<file path="config.mk">
export PLATFORM = sky130hd
export DESIGN_NAME = seven_sd_scan_capture
export DESIGN_NICKNAME = d
export VERILOG_FILES = /design/src/rtl/seven_sd_pkg.sv /design/src/rtl/seven_sd_scan_capture_sync2.sv /design/src/rtl/seven_sd_scan_capture.sv
export SDC_FILE = /design/constraint.sdc
export NUM_CORES = 1
export LEC_CHECK = 0
export ABC_AREA = 1
export CORE_MARGIN = 1
export CORE_UTILIZATION = 24
export DETAILED_ROUTE_END_ITERATION = 10
export GPL_ROUTABILITY_DRIVEN = 0
export HOLD_SLACK_MARGIN = 0.02
export PLACE_DENSITY = 0.45
export SLEW_MARGIN = 30
export SYNTH_ARGS = -nofsm -noshare
export SYNTH_HDL_FRONTEND = slang
export SYNTH_SLANG_ARGS = --single-unit
</file>
<file path="constraint.sdc">
create_clock -name clk -period 4.65 [get_ports clk]
set_clock_uncertainty 0.1 [all_clocks]
set_input_delay 1.1625 -clock clk [delete_from_list [all_inputs] [get_ports clk]]
set_output_delay 1.1625 -clock clk [all_outputs]
set_load 0.005 [all_outputs]
</file>
<file path="src/rtl/seven_sd_pkg.sv">
// Shared definitions for the seven-segment scan driver and its capture counterpart:
// active-low glyph constants, enable-to-digit mapping and glyph decode.
package seven_sd_pkg;

    // Active-low segment patterns (dp bit held high) for hex digits 0..F
    localparam logic [7:0] GLYPH_0 = 8'hC0;
    localparam logic [7:0] GLYPH_1 = 8'hF9;
    localparam logic [7:0] GLYPH_2 = 8'hA4;
    localparam logic [7:0] GLYPH_3 = 8'hB0;
    localparam logic [7:0] GLYPH_4 = 8'h99;
    localparam logic [7:0] GLYPH_5 = 8'h92;
    localparam logic [7:0] GLYPH_6 = 8'h82;
    localparam logic [7:0] GLYPH_7 = 8'hF8;
    localparam logic [7:0] GLYPH_8 = 8'h80;
    localparam logic [7:0] GLYPH_9 = 8'h90;
    localparam logic [7:0] GLYPH_A = 8'h88;
    localparam logic [7:0] GLYPH_B = 8'h83;
    localparam logic [7:0] GLYPH_C = 8'hC6;
    localparam logic [7:0] GLYPH_D = 8'hA1;
    localparam logic [7:0] GLYPH_E = 8'h86;
    localparam logic [7:0] GLYPH_F = 8'h8E;

    // Active-low digit enables, one per digit position
    localparam logic [3:0] EN_DIGIT0 = 4'b0111;
    localparam logic [3:0] EN_DIGIT1 = 4'b1110;
    localparam logic [3:0] EN_DIGIT2 = 4'b1101;
    localparam logic [3:0] EN_DIGIT3 = 4'b1011;

    typedef struct packed {
        logic       valid;
        logic [3:0] nibble;
    } glyph_t;

    typedef struct packed {
        logic       valid;
        logic [1:0] idx;
    } digit_t;

    // Map an enable pattern to its digit index; valid only for the four single-low patterns
    function automatic digit_t enable_to_digit(input logic [3:0] en);
        digit_t d;
        d.valid = 1'b1;
        d.idx   = 2'd0;
        case (en)
            EN_DIGIT0: d.idx = 2'd0;
            EN_DIGIT1: d.idx = 2'd1;
            EN_DIGIT2: d.idx = 2'd2;
            EN_DIGIT3: d.idx = 2'd3;
            default:   d.valid = 1'b0;
        endcase
        return d;
    endfunction

    // Decode an active-low segment byte to a hex nibble; the decimal point is ignored
    function automatic glyph_t glyph_decode(input logic [7:0] seg);
        glyph_t     g;
        logic [7:0] m;
        m        = seg | 8'h80;
        g.valid  = 1'b1;
        g.nibble = 4'h0;
        case (m)
            GLYPH_0: g.nibble = 4'h0;
            GLYPH_1: g.nibble = 4'h1;
            GLYPH_2: g.nibble = 4'h2;
            GLYPH_3: g.nibble = 4'h3;
            GLYPH_4: g.nibble = 4'h4;
            GLYPH_5: g.nibble = 4'h5;
            GLYPH_6: g.nibble = 4'h6;
            GLYPH_7: g.nibble = 4'h7;
            GLYPH_8: g.nibble = 4'h8;
            GLYPH_9: g.nibble = 4'h9;
            GLYPH_A: g.nibble = 4'hA;
            GLYPH_B: g.nibble = 4'hB;
            GLYPH_C: g.nibble = 4'hC;
            GLYPH_D: g.nibble = 4'hD;
            GLYPH_E: g.nibble = 4'hE;
            GLYPH_F: g.nibble = 4'hF;
            default: g.valid  = 1'b0;
        endcase
        return g;
    endfunction

endpackage

</file>
<file path="src/rtl/seven_sd_scan_capture_sync2.sv">
// Parameterized-width two-flop synchronizer with an asynchronous reset value.
module sync2 #(
    parameter int               WIDTH       = 1,
    parameter logic [WIDTH-1:0] RESET_VALUE = '0
) (
    input  logic             clk,
    input  logic             rst,
    input  logic [WIDTH-1:0] d,
    output logic [WIDTH-1:0] q
);

    logic [WIDTH-1:0] meta;

    // Two back-to-back flops to resolve metastability on asynchronous pins
    always_ff @(posedge clk or posedge rst) begin
        if (rst) begin
            meta <= RESET_VALUE;
            q    <= RESET_VALUE;
        end else begin
            meta <= d;
            q    <= meta;
        end
    end

endmodule

</file>
<file path="src/rtl/seven_sd_scan_capture.sv">
// Samples a multiplexed seven-segment scan, waits for each digit to settle and
// rebuilds the 32-bit segment word plus per-digit hex decode and frame status.
module seven_sd_scan_capture
    import seven_sd_pkg::*;
#(
    parameter int STABLE_CYCLES  = 16,
    parameter int TIMEOUT_CYCLES = 2**20
) (
    input  logic        clk,
    input  logic        rst,
    input  logic [3:0]  enableIn,
    input  logic [7:0]  displayIn,
    output logic [31:0] signals,
    output logic [15:0] hexDigits,
    output logic [3:0]  hexValid,
    output logic        frameValid,
    output logic        frameStrobe,
    output logic        scanError
);

    localparam int CNT_W = $clog2(STABLE_CYCLES);
    localparam int TMO_W = $clog2(TIMEOUT_CYCLES + 1);

    localparam logic [CNT_W-1:0] STAB_LAST = CNT_W'(STABLE_CYCLES - 1);
    localparam logic [CNT_W-1:0] ERR_ARM   = CNT_W'(STABLE_CYCLES - 2);
    localparam logic [TMO_W-1:0] TMO_MAX   = TMO_W'(TIMEOUT_CYCLES);
    localparam logic [TMO_W-1:0] TMO_LAST  = TMO_W'(TIMEOUT_CYCLES - 1);

    localparam logic [1:0] ST_IDLE     = 2'd0;
    localparam logic [1:0] ST_SETTLE   = 2'd1;
    localparam logic [1:0] ST_CAPTURED = 2'd2;

    logic [11:0]      sync_q;
    logic [11:0]      prev_q;
    logic [3:0]       en_s;
    logic [7:0]       seg_s;
    logic             changed;
    digit_t           en_dec;
    logic             one_low;
    logic             multi_low;
    logic [1:0]       state;
    logic [CNT_W-1:0] stab_cnt;
    logic [CNT_W-1:0] stab_next;
    logic [CNT_W-1:0] err_cnt;
    logic             capture_go;
    logic             cap_pend;
    logic [1:0]       cap_idx;
    logic [7:0]       cap_seg;
    glyph_t           cap_glyph;
    logic [3:0]       seen_mask;
    logic [3:0]       seen_next;
    logic [TMO_W-1:0] tmo_cnt;

    // Idle display (all lines high) is the reset value so reset never looks like a capture
    sync2 #(
        .WIDTH       (12),
        .RESET_VALUE (12'hFFF)
    ) u_sync (
        .clk (clk),
        .rst (rst),
        .d   ({enableIn, displayIn}),
        .q   (sync_q)
    );

    assign en_s      = sync_q[11:8];
    assign seg_s     = sync_q[7:0];
    assign changed   = (sync_q != prev_q);
    assign en_dec    = enable_to_digit(en_s);
    assign one_low   = en_dec.valid;
    assign multi_low = ($countones(~en_s) > 32'd1);

    // Unchanged cycles so far, counting the current one; IDLE restarts the count at 1
    assign stab_next  = (state == ST_SETTLE) ? (stab_cnt + 1'b1) : CNT_W'(1);
    assign capture_go = !changed && one_low && (state != ST_CAPTURED) && (stab_next == STAB_LAST);

    assign cap_glyph = glyph_decode(cap_seg);
    assign seen_next = seen_mask | (4'b0001 << cap_idx);

    // Settle FSM: track how long the single-enable pattern has held unchanged
    always_ff @(posedge clk or posedge rst) begin
        if (rst) begin
            prev_q   <= 12'hFFF;
            state    <= ST_IDLE;
            stab_cnt <= '0;
            cap_pend <= 1'b0;
        end else begin
            prev_q   <= sync_q;
            cap_pend <= capture_go;
            if (changed) begin
                state    <= ST_IDLE;
                stab_cnt <= '0;
            end else begin
                case (state)
                    ST_IDLE, ST_SETTLE: begin
                        if (!one_low) begin
                            state    <= ST_IDLE;
                            stab_cnt <= '0;
                        end else if (capture_go) begin
                            state    <= ST_CAPTURED;
                            stab_cnt <= stab_next;
                        end else begin
                            state    <= ST_SETTLE;
                            stab_cnt <= stab_next;
                        end
                    end
                    ST_CAPTURED: begin
                        state <= ST_CAPTURED;
                    end
                    default: begin
                        state    <= ST_IDLE;
                        stab_cnt <= '0;
                    end
                endcase
            end
        end
    end

    // Latch the settled digit on entry to CAPTURED; cap_pend gates its use
    always_ff @(posedge clk) begin
        if (capture_go) begin
            cap_idx <= en_dec.idx;
            cap_seg <= seg_s;
        end
    end

    // Registered write of the captured byte and its hex decode
    always_ff @(posedge clk or posedge rst) begin
        if (rst) begin
            signals   <= 32'hFFFF_FFFF;
            hexDigits <= 16'h0000;
            hexValid  <= 4'h0;
        end else if (cap_pend) begin
            signals[{cap_idx, 3'b000} +: 8]   <= cap_seg;
            hexDigits[{cap_idx, 2'b00} +: 4]  <= cap_glyph.nibble;
            hexValid[cap_idx]                 <= cap_glyph.valid;
        end
    end

    // Count cycles of a stable multi-enable pattern; any such dwell latches scanError
    always_ff @(posedge clk or posedge rst) begin
        if (rst) begin
            err_cnt   <= '0;
            scanError <= 1'b0;
        end else if (changed || !multi_low) begin
            err_cnt <= '0;
        end else begin
            if (err_cnt != STAB_LAST) begin
                err_cnt <= err_cnt + 1'b1;
            end
            if (err_cnt == ERR_ARM) begin
                scanError <= 1'b1;
            end
        end
    end

    // Frame completion and capture timeout; a capture in the timeout cycle takes priority
    always_ff @(posedge clk or posedge rst) begin
        if (rst) begin
            seen_mask   <= 4'h0;
            frameValid  <= 1'b0;
            frameStrobe <= 1'b0;
            tmo_cnt     <= '0;
        end else begin
            frameStrobe <= 1'b0;
            if (cap_pend) begin
                tmo_cnt <= '0;
                if (seen_next == 4'hF) begin
                    frameStrobe <= 1'b1;
                    frameValid  <= 1'b1;
                    seen_mask   <= 4'h0;
                end else begin
                    seen_mask <= seen_next;
                end
            end else if (tmo_cnt >= TMO_LAST) begin
                tmo_cnt    <= TMO_MAX;
                frameValid <= 1'b0;
                seen_mask  <= 4'h0;
            end else begin
                tmo_cnt <= tmo_cnt + 1'b1;
            end
        end
    end

endmodule

</file>
==> results of run 1 <==
==> cells in the mapped netlist (all sizes together) (2+ instances only) <==
cell,instances,share of area (%)
nor4,2,0.21
xnor2,10,1.5
o22ai,2,0.32
xor2,8,1.2
dfrtp,59,25
nor3,11,0.92
nand3,36,3.4
buf,4,0.42
edfxtp,10,5.0
nand4,11,1.2
clkbuf,5,0.32
nor2,70,5.3
ha,15,3.2
nand2,187,12
o21ai,43,3.6
inv,76,4.8
dfstp,68,30
a32o,2,0.34
a21oi,4,0.40
==> power by group through the flow <==
stage | clock (mW) | sequential, mW | combinational, mW
after floorplan | 0 | 1.26 | 0.0325
after global routing | 1.41 | 1.25 | 0.0646
after global placement | 0 | 1.27 | 0.0573
after CTS | 1.37 | 1.25 | 0.0576
after detailed placement | 0 | 1.27 | 0.0577
final | 1.32 | 1.25 | 0.0540
==> worst max path at each step <==
stage | to
after floorplan | cap_pend
after global placement | u_sync.meta[11]
after detailed placement | u_sync.meta[8]
after CTS | signals[15]
after global routing | signals[15]
final | signals[15]
==> flip-flops by register name, summed over array words and instances (netlist names), 8 cells and up <==
| name | flops |
|---|---|
| hexDigits | 16 |
| tmo_cnt | 21 |
| signals | 32 |
| prev_q | 12 |
| cap_seg | 8 |
| u_sync.q | 12 |
| u_sync.meta | 12 |
==> area by class of cell <==
cell class / instances / area, um2 / share of cell area, %
Sequential cell: 137 / 3560 / 46.9
Multi-Input combinational cell: 409 / 2060 / 27.2
Timing Repair Buffer: 69 / 701 / 9.22
Clock buffer: 23 / 489 / 6.44
Tap cell: 324 / 405 / 5.34
Inverter: 76 / 288 / 3.79
Clock inverter: 9 / 87.6 / 1.15
==> kinds of logic after synthesis <==
logic type	count (synthesis)	share of synthesized area (%)
AND/OR/NAND/NOR	320	23.3
flip-flops	137	59.8
XOR/XNOR	18	2.65
adder cells (fa/ha/maj)	16	3.49
buffers and inverters	85	5.53
multiplexers	1	0.168
AO/OA/AOI/OAI	54	5.06
==> routing by layer <==
metal  part of all wire [%]  vias to the layer above  track usage (%)
li1                       -                     2155                -
met1                     51                     1968             14.5
met2                     45                       75             17.1
met3                    3.3                        8             3.28
met4                   0.79                        0             4.02
met5                      0                        -                0
==> through the flow <==
| step | total power [mW] | utilization (%) | hold slack [ns] | instances |
|---|---|---|---|---|
| after floorplan | 1.29 | - | 0.245 | 631 |
| after global placement | 1.32 | 28.9 | 0.246 | 1015 |
| after detailed placement | 1.32 | 28.9 | 0.247 | 1015 |
| after CTS | 2.67 | 31.2 | 0.254 | 1047 |
| after global routing | 2.73 | 31.2 | 0.260 | 1047 |
| final | 2.62 | 31.2 | 0.250 | 1047 |
==> flow_summary.ini, run 1 <==
[run_status]
status = complete, no violations

[place]
io_buffers = 68
hpwlAfterDp_um = 9250
placed_cell_area_um2 = 7020
dp_slack_ns = 1.90

[clock_tree]
htree_num_levels = 4
cts_buffers = 17
cts_tree = done
cts_setup_buffers = 0
clkTransAtPathRegs_ns = 0.06
holdBufCountCts = 0
clk_path_buf_depth = 2
cts.sinks = 137
cts_resized = 0
clockRootBuffer = clkbuf_16
insertion_delay_ns = 0.42

[route]
first_iter_violations = 230
ant_nets = 0
drc_errors = 0
drt-pass1-iter-count = 5
vias = 4206
wl_per_cell_um = 12.5
via_per_inst = 4.02
drt_wl_total_um = 13100

[worst_setup_path]
r2r_slack_ns = 2.26
critical_path_class = reg -> out
worstPathArrival_ns = 1.48
path_depth = 1
crit_family = flip-flops
start_kind = flop
path_cells = clkdlybuf4s50_1
path_buf_inv = 1
startpoint = signals[15]
crit_fanout = 2
reg2regPathDepth = 6
max_stage_delay_ns = 0.54
cp-end-kind = output pin
cp_slowest_cell = dfstp_2
timing.rr.end = signals[21]
required_ns = 3.39
r2r-start = cap_idx[0]

[power]
p_clk_share_pct = 50.3
p_sw_uw = 563
seqPwrFrac_pct = 47.6
intPower_mw = 2.05
pwr-share-comb_pct = 2.1
ir_worst_vdd_mv = 0.198
leakagePower_nw = 3.39
power.density_nw_per_um2 = 344
switching_share_pct = 21.5

[timing]
maxSlewHeadroom_pct = 46.4
setup_viol = 0
fin_ws_ns = 1.91
rsz0062_at_grt = no
finalMaxSlewViolations = 0
tightestPinTransition_ns = 0.804
finalCriticalPeriod_ns = 2.74
fin_crit_sh_pct = 58.9
hold_viol = 0
tns_ns = 0
clock.fmax_ghz = 0.365

[synthesis]
synth_seq_cells = 137
syn_inst = 631
avgSynthCellArea_um2 = 9.44
ys_warn_count = 0
syn_nets = 661
yosysSeqAreaShare_pct = 59.8
netlist-cell-type-count = 36
async_flop_share_pct = 92.7
yosys_most_used_dff = dfstp_2
syn-cell-area_um2 = 5960
synth_edf_count = 10

[global_routing]
antenna_found_initial = 0
grt.total_usage_pct = 11.1
grt_start_max_net_pins = 67
grt_pass1_vias = 4308
grt_overflow_total = 0
grt_first_pass_wirelength_um = 22100

[final_layout]
syn2layout_area_growth_pct = 27.6
stdcell_area_um2 = 7600
mostFrequentLayoutCell = nand2_1
fill_cells = 2501
num_antenna_cells = 0
layout_common_cells = nand2_1 (182), clkdlybuf4s50_1 (68), dfstp_2 (68), inv_1 (67), dfrtp_1 (59)
drive_gt1_share_pct = 18.1
final_nets = 740

[hold_path]
worstHoldEndpoint = u_sync.q[10]
hp-class = reg -> reg
hold_depth = 0
hold_start = u_sync.meta[10]

[floorplanning]
die_y_um = 160
initial_core_util_pct = 24.5
io_pins = 69
rows = 57
die_area_um2 = 25400
core_um2 = 24300
dieWidth_um = 160

[job]
max-cap-violations = 0
Note: power is estimated with default switching activity, not from simulation.
==> inputs of run 2 (changes only) <==
- clock period: 4.65 -> 2.25 ns (I/O delays scaled with it)
==> run 2 against run 1 <==
Effect of this change: first-iteration DRC count up 12%; critical path depth unchanged; wire length up 1.1%; register-to-register slack worse by 1.9 ns; setup slack worse by 1.8 ns; sequential power up 110%; sequential share of layout area down 1.5 points; sequential cell count unchanged; clock-buffer cell count up 3; final cell count up 1.8%; global-route usage up 0.38 points.
==> flow_summary.ini, run 2 (same netlist as run 1, synthesis figures left out) <==
[power]
total_power_mw = 5.69
ir_worst_vdd_mv = 0.387
leakagePower_nw = 3.52
power.density_nw_per_um2 = 725

[place]
placed_cells = 1034
io_buffers = 68
hpwlAfterDp_um = 9530

[final_layout]
top_register = signals
final_nets = 759
largest_reg_flops = 32
fill_cells = 2507
syn2layout_area_growth_pct = 31.7
layout_common_cells = nand2_1 (182), clkdlybuf4s50_1 (68), dfstp_2 (68), inv_1 (67), dfrtp_1 (59)
reg_top3 = signals x32, tmo_cnt x21, hexDigits x16
fin_cells = 1066
num_antenna_cells = 0
mostFrequentLayoutCell = nand2_1
drive_gt1_share_pct = 20.2

[worst_setup_path]
cp_slowest_cell = dfstp_2
worstPathArrival_ns = 1.46
crit_family = flip-flops
max_stage_delay_ns = 0.54
critical_path_class = reg -> out
cp-end-kind = output pin
required_ns = 1.59
start_kind = flop
crit_fanout = 2
path_buf_inv = 1
path_cells = clkdlybuf4s50_1

[timing]
fin_crit_sh_pct = 94.5
clock.fmax_ghz = 0.470
finalMaxSlewViolations = 0
maxSlewHeadroom_pct = 69.4
finalCriticalPeriod_ns = 2.13
tns_ns = 0
hold_viol = 0
rsz0062_at_grt = no
setup_viol = 0
tightestPinTransition_ns = 0.458

[clock_tree]
clk_path_buf_depth = 2
clkTransAtPathRegs_ns = 0.06
cts_setup_buffers = 0
cts.sinks = 137
holdBufCountCts = 0
htree_num_levels = 4
cts_resized = 0
cts_buffers = 17
insertion_delay_ns = 0.42
cts_tree = done
clockRootBuffer = clkbuf_16

[route]
wl_per_cell_um = 12.5
drt-pass1-iter-count = 7
drt_wl_total_um = 13300
via_per_inst = 4.00
drc_errors = 0
ant_nets = 0
vias = 4267
first_iter_violations = 257

[hold_path]
hp-class = reg -> reg

[floorplanning]
die_y_um = 160
core_um2 = 24300
rows = 57
dieWidth_um = 160
io_pins = 69
die_area_um2 = 25400
initial_core_util_pct = 24.5

[global_routing]
grt.total_usage_pct = 11.4
antenna_found_initial = 0
grt_start_max_net_pins = 44
grt_overflow_total = 0
grt_first_pass_wirelength_um = 22800
grt_pass1_vias = 4281

[job]
max-cap-violations = 0

[run_status]
status = complete, no violations
-- run 2: final cells by class --
class / instances / area, um2 / share of cell area (%)
clock buffer: 26 / 531 / 6.77
sequential: 137 / 3560 / 45.4
tap: 324 / 405 / 5.17
inverter: 76 / 289 / 3.69
multi-input combinational: 409 / 2060 / 26.3
timing repair buffer: 88 / 881 / 11.2
clock inverter: 6 / 109 / 1.39
-- run 2: report_power, final --
group | total [mW] | switching, mW | internal, mW
sequential | 2.58 | 0.0233 | 2.55
combinational | 0.120 | 0.0715 | 0.0490
clock | 2.99 | 1.03 | 1.96
total | 5.69 | 1.13 | 4.56
-- run 2: metrics by stage --
| step | worst slack [ns] | util [%] | cell area (um2) | hold slack (ns) |
|---|---|---|---|---|
| after floorplan | 0.0758 | - | 5960 | 0.245 |
| after global placement | 0.323 | 29.6 | 7200 | 0.245 |
| after detailed placement | 0.291 | 29.6 | 7200 | 0.247 |
| after CTS | 0.0942 | 32.2 | 7840 | 0.251 |
| after global routing | 0.0570 | 32.2 | 7840 | 0.254 |
| final | 0.124 | 32.2 | 7840 | 0.251 |
-- run 2: final timing paths --
check	slack (ns)	startpoint	cells past startpoint	endpoint
worst max-delay path	0.12	signals[1]	1	signals[1]
worst min-delay path	0.25	u_sync.meta[5]	0	u_sync.q[5]
worst max register to register	0.32	u_sync.q[8]	10	cap_seg[4]
worst min register to register	0.25	u_sync.meta[5]	0	u_sync.q[5]
max in group asynchronous	1.13	rst	3	u_sync.meta[9]
min in group asynchronous	0.35	rst	2	tmo_cnt[16]
-- run 2: metal layers --
metal  global-route usage (%)  routed length (um)
met5                        0                   0
met4                     4.98                 231
met3                     2.94                 451
met2                     16.9                5890
met1                     15.7                6710
==> inputs of run 3 (changes only) <==
- CORE_UTILIZATION: 24 -> 25
- PLACE_DENSITY: 0.45 -> 0.46
==> run 3 against run 2 <==
Effect of this change: critical path depth did not move; register-to-register slack barely moved; hold slack improved by 0.0037 ns; maximum frequency about the same; critical path type unchanged; critical endpoint unchanged.
==> flow_summary.ini, run 3 (same netlist as run 1, synthesis figures left out) <==
[worst_setup_path]
cp-end-kind = output pin
crit_fanout = 2
max_stage_delay_ns = 0.55
worstPathArrival_ns = 1.46
cp_slowest_cell = dfstp_2
path_buf_inv = 1
reg2regPathDepth = 10
start_kind = flop
required_ns = 1.59
r2r_slack_ns = 0.32
path_depth = 1
crit_family = flip-flops
critical_path_class = reg -> out
path_cells = clkdlybuf4s50_1

[final_layout]
regArea_um2 = 3560
multi_input_area_um2 = 2060
syn2layout_area_growth_pct = 30.0
largest_reg_flops = 32
num_antenna_cells = 0
fin_cells = 1059
reg_top3 = signals x32, tmo_cnt x21, hexDigits x16
top_register = signals
final_nets = 757
fill_cells = 2474
drive_gt1_share_pct = 20.0
final_core_util_pct = 33.1
stdcell_area_um2 = 7740
mostFrequentLayoutCell = nand2_1
layout_common_cells = nand2_1 (182), clkdlybuf4s50_1 (68), dfstp_2 (68), inv_1 (67), dfrtp_1 (59)

[clock_tree]
clkTransAtPathRegs_ns = 0.06
clk_path_buf_depth = 2
cts_setup_buffers = 0
insertion_delay_ns = 0.42
htree_num_levels = 4
cts.sinks = 137
cts_resized = 0
cts_tree = done
holdBufCountCts = 0
clockRootBuffer = clkbuf_16
cts_buffers = 17

[route]
via_per_inst = 4.07
first_iter_violations = 208
drt-pass1-iter-count = 4
drc_errors = 0
wl_per_cell_um = 12.3
vias = 4309
drt_wl_total_um = 13000
ant_nets = 0

[power]
intPower_mw = 4.20
p_clk_share_pct = 49.8
leakagePower_nw = 3.47
ir_worst_vdd_mv = 0.478
switching_share_pct = 21.5
power.density_nw_per_um2 = 692
seqPwrFrac_pct = 48.1
p_sw_mw = 1.15
total_power_mw = 5.35
pwr-share-comb_pct = 2.1

[floorplanning]
dieWidth_um = 156
die_area_um2 = 24400
initial_core_util_pct = 25.4
rows = 56
die_y_um = 156
io_pins = 69
core_um2 = 23400

[job]
max-cap-violations = 0

[place]
placed_cells = 1027
dp_slack_ns = 0.310
placed_cell_area_um2 = 7170
hpwlAfterDp_um = 9380
io_buffers = 68

[timing]
finalCriticalPeriod_ns = 2.13
holdWs_ns = 0.255
tns_ns = 0
setup_viol = 0
finalMaxSlewViolations = 0
fin_crit_sh_pct = 94.5
maxSlewHeadroom_pct = 54.3
rsz0062_at_grt = no
hold_viol = 0
clock.fmax_ghz = 0.470
fin_ws_ns = 0.123
tightestPinTransition_ns = 0.683

[global_routing]
grt_overflow_total = 0
grt_first_pass_wirelength_um = 22000
grt.total_usage_pct = 11.7
antenna_found_initial = 0
grt_pass1_vias = 4416
grt_start_max_net_pins = 80

[hold_path]
hp-class = reg -> reg
hold_depth = 0

[run_status]
status = complete, no violations
==> run 3: cell types whose count changed in the layout (fill, tap and decap cells not counted), moves of 2 or more <==
cell       before  now
bufinv_16       3    0
clkinv_2        2    0
clkinv_4        1    3
inv_4           0    2
==> run 3: final cells by class <==
class | instances | share of cell area, %
sequential | 137 | 46.0
multi-input combinational | 409 | 26.7
timing repair buffer | 86 | 11.0
clock buffer | 25 | 6.68
tap | 319 | 5.16
inverter | 76 | 3.73
clock inverter | 7 | 0.711
==> run 3: worst reg2reg max path: cells and delay by family (launching register included) <==
kind / cells / cell delay [ns]
flops: 1 / 0.57
buf+inv: 3 / 0.32
fa+ha+maj: 1 / 0.18
simple gates: 6 / 0.48
==> run 3: path summary, 6_finish.rpt <==
| check | start | end |
|---|---|---|
| hold / removal | u_sync.meta[2] | u_sync.q[2] |
| setup / recovery | signals[1] | signals[1] |
| setup reg to reg | u_sync.q[8] | cap_seg[6] |
| hold reg to reg | u_sync.meta[2] | u_sync.q[2] |
| max in group asynchronous | rst | u_sync.meta[5] |
| min in group asynchronous | rst | frameStrobe |
==> run 3: per-layer routing <==
layer / share of wire [%] / vias to the layer above / global-route usage [%]
li1: - / 2187 / -
met1: 49 / 2013 / 15.2
met2: 45 / 92 / 18.5
met3: 4.0 / 17 / 2.77
met4: 1.7 / 0 / 4.86
met5: 0 / - / 0
==> run 3: power groups by stage <==
stage / combinational, mW / clock [mW] / sequential, mW
floorplan: 0.0676 / 0 / 2.61
global placement: 0.121 / 0 / 2.62
detailed placement: 0.122 / 0 / 2.62
CTS: 0.123 / 2.77 / 2.58
global route: 0.136 / 2.87 / 2.58
finish: 0.115 / 2.66 / 2.58
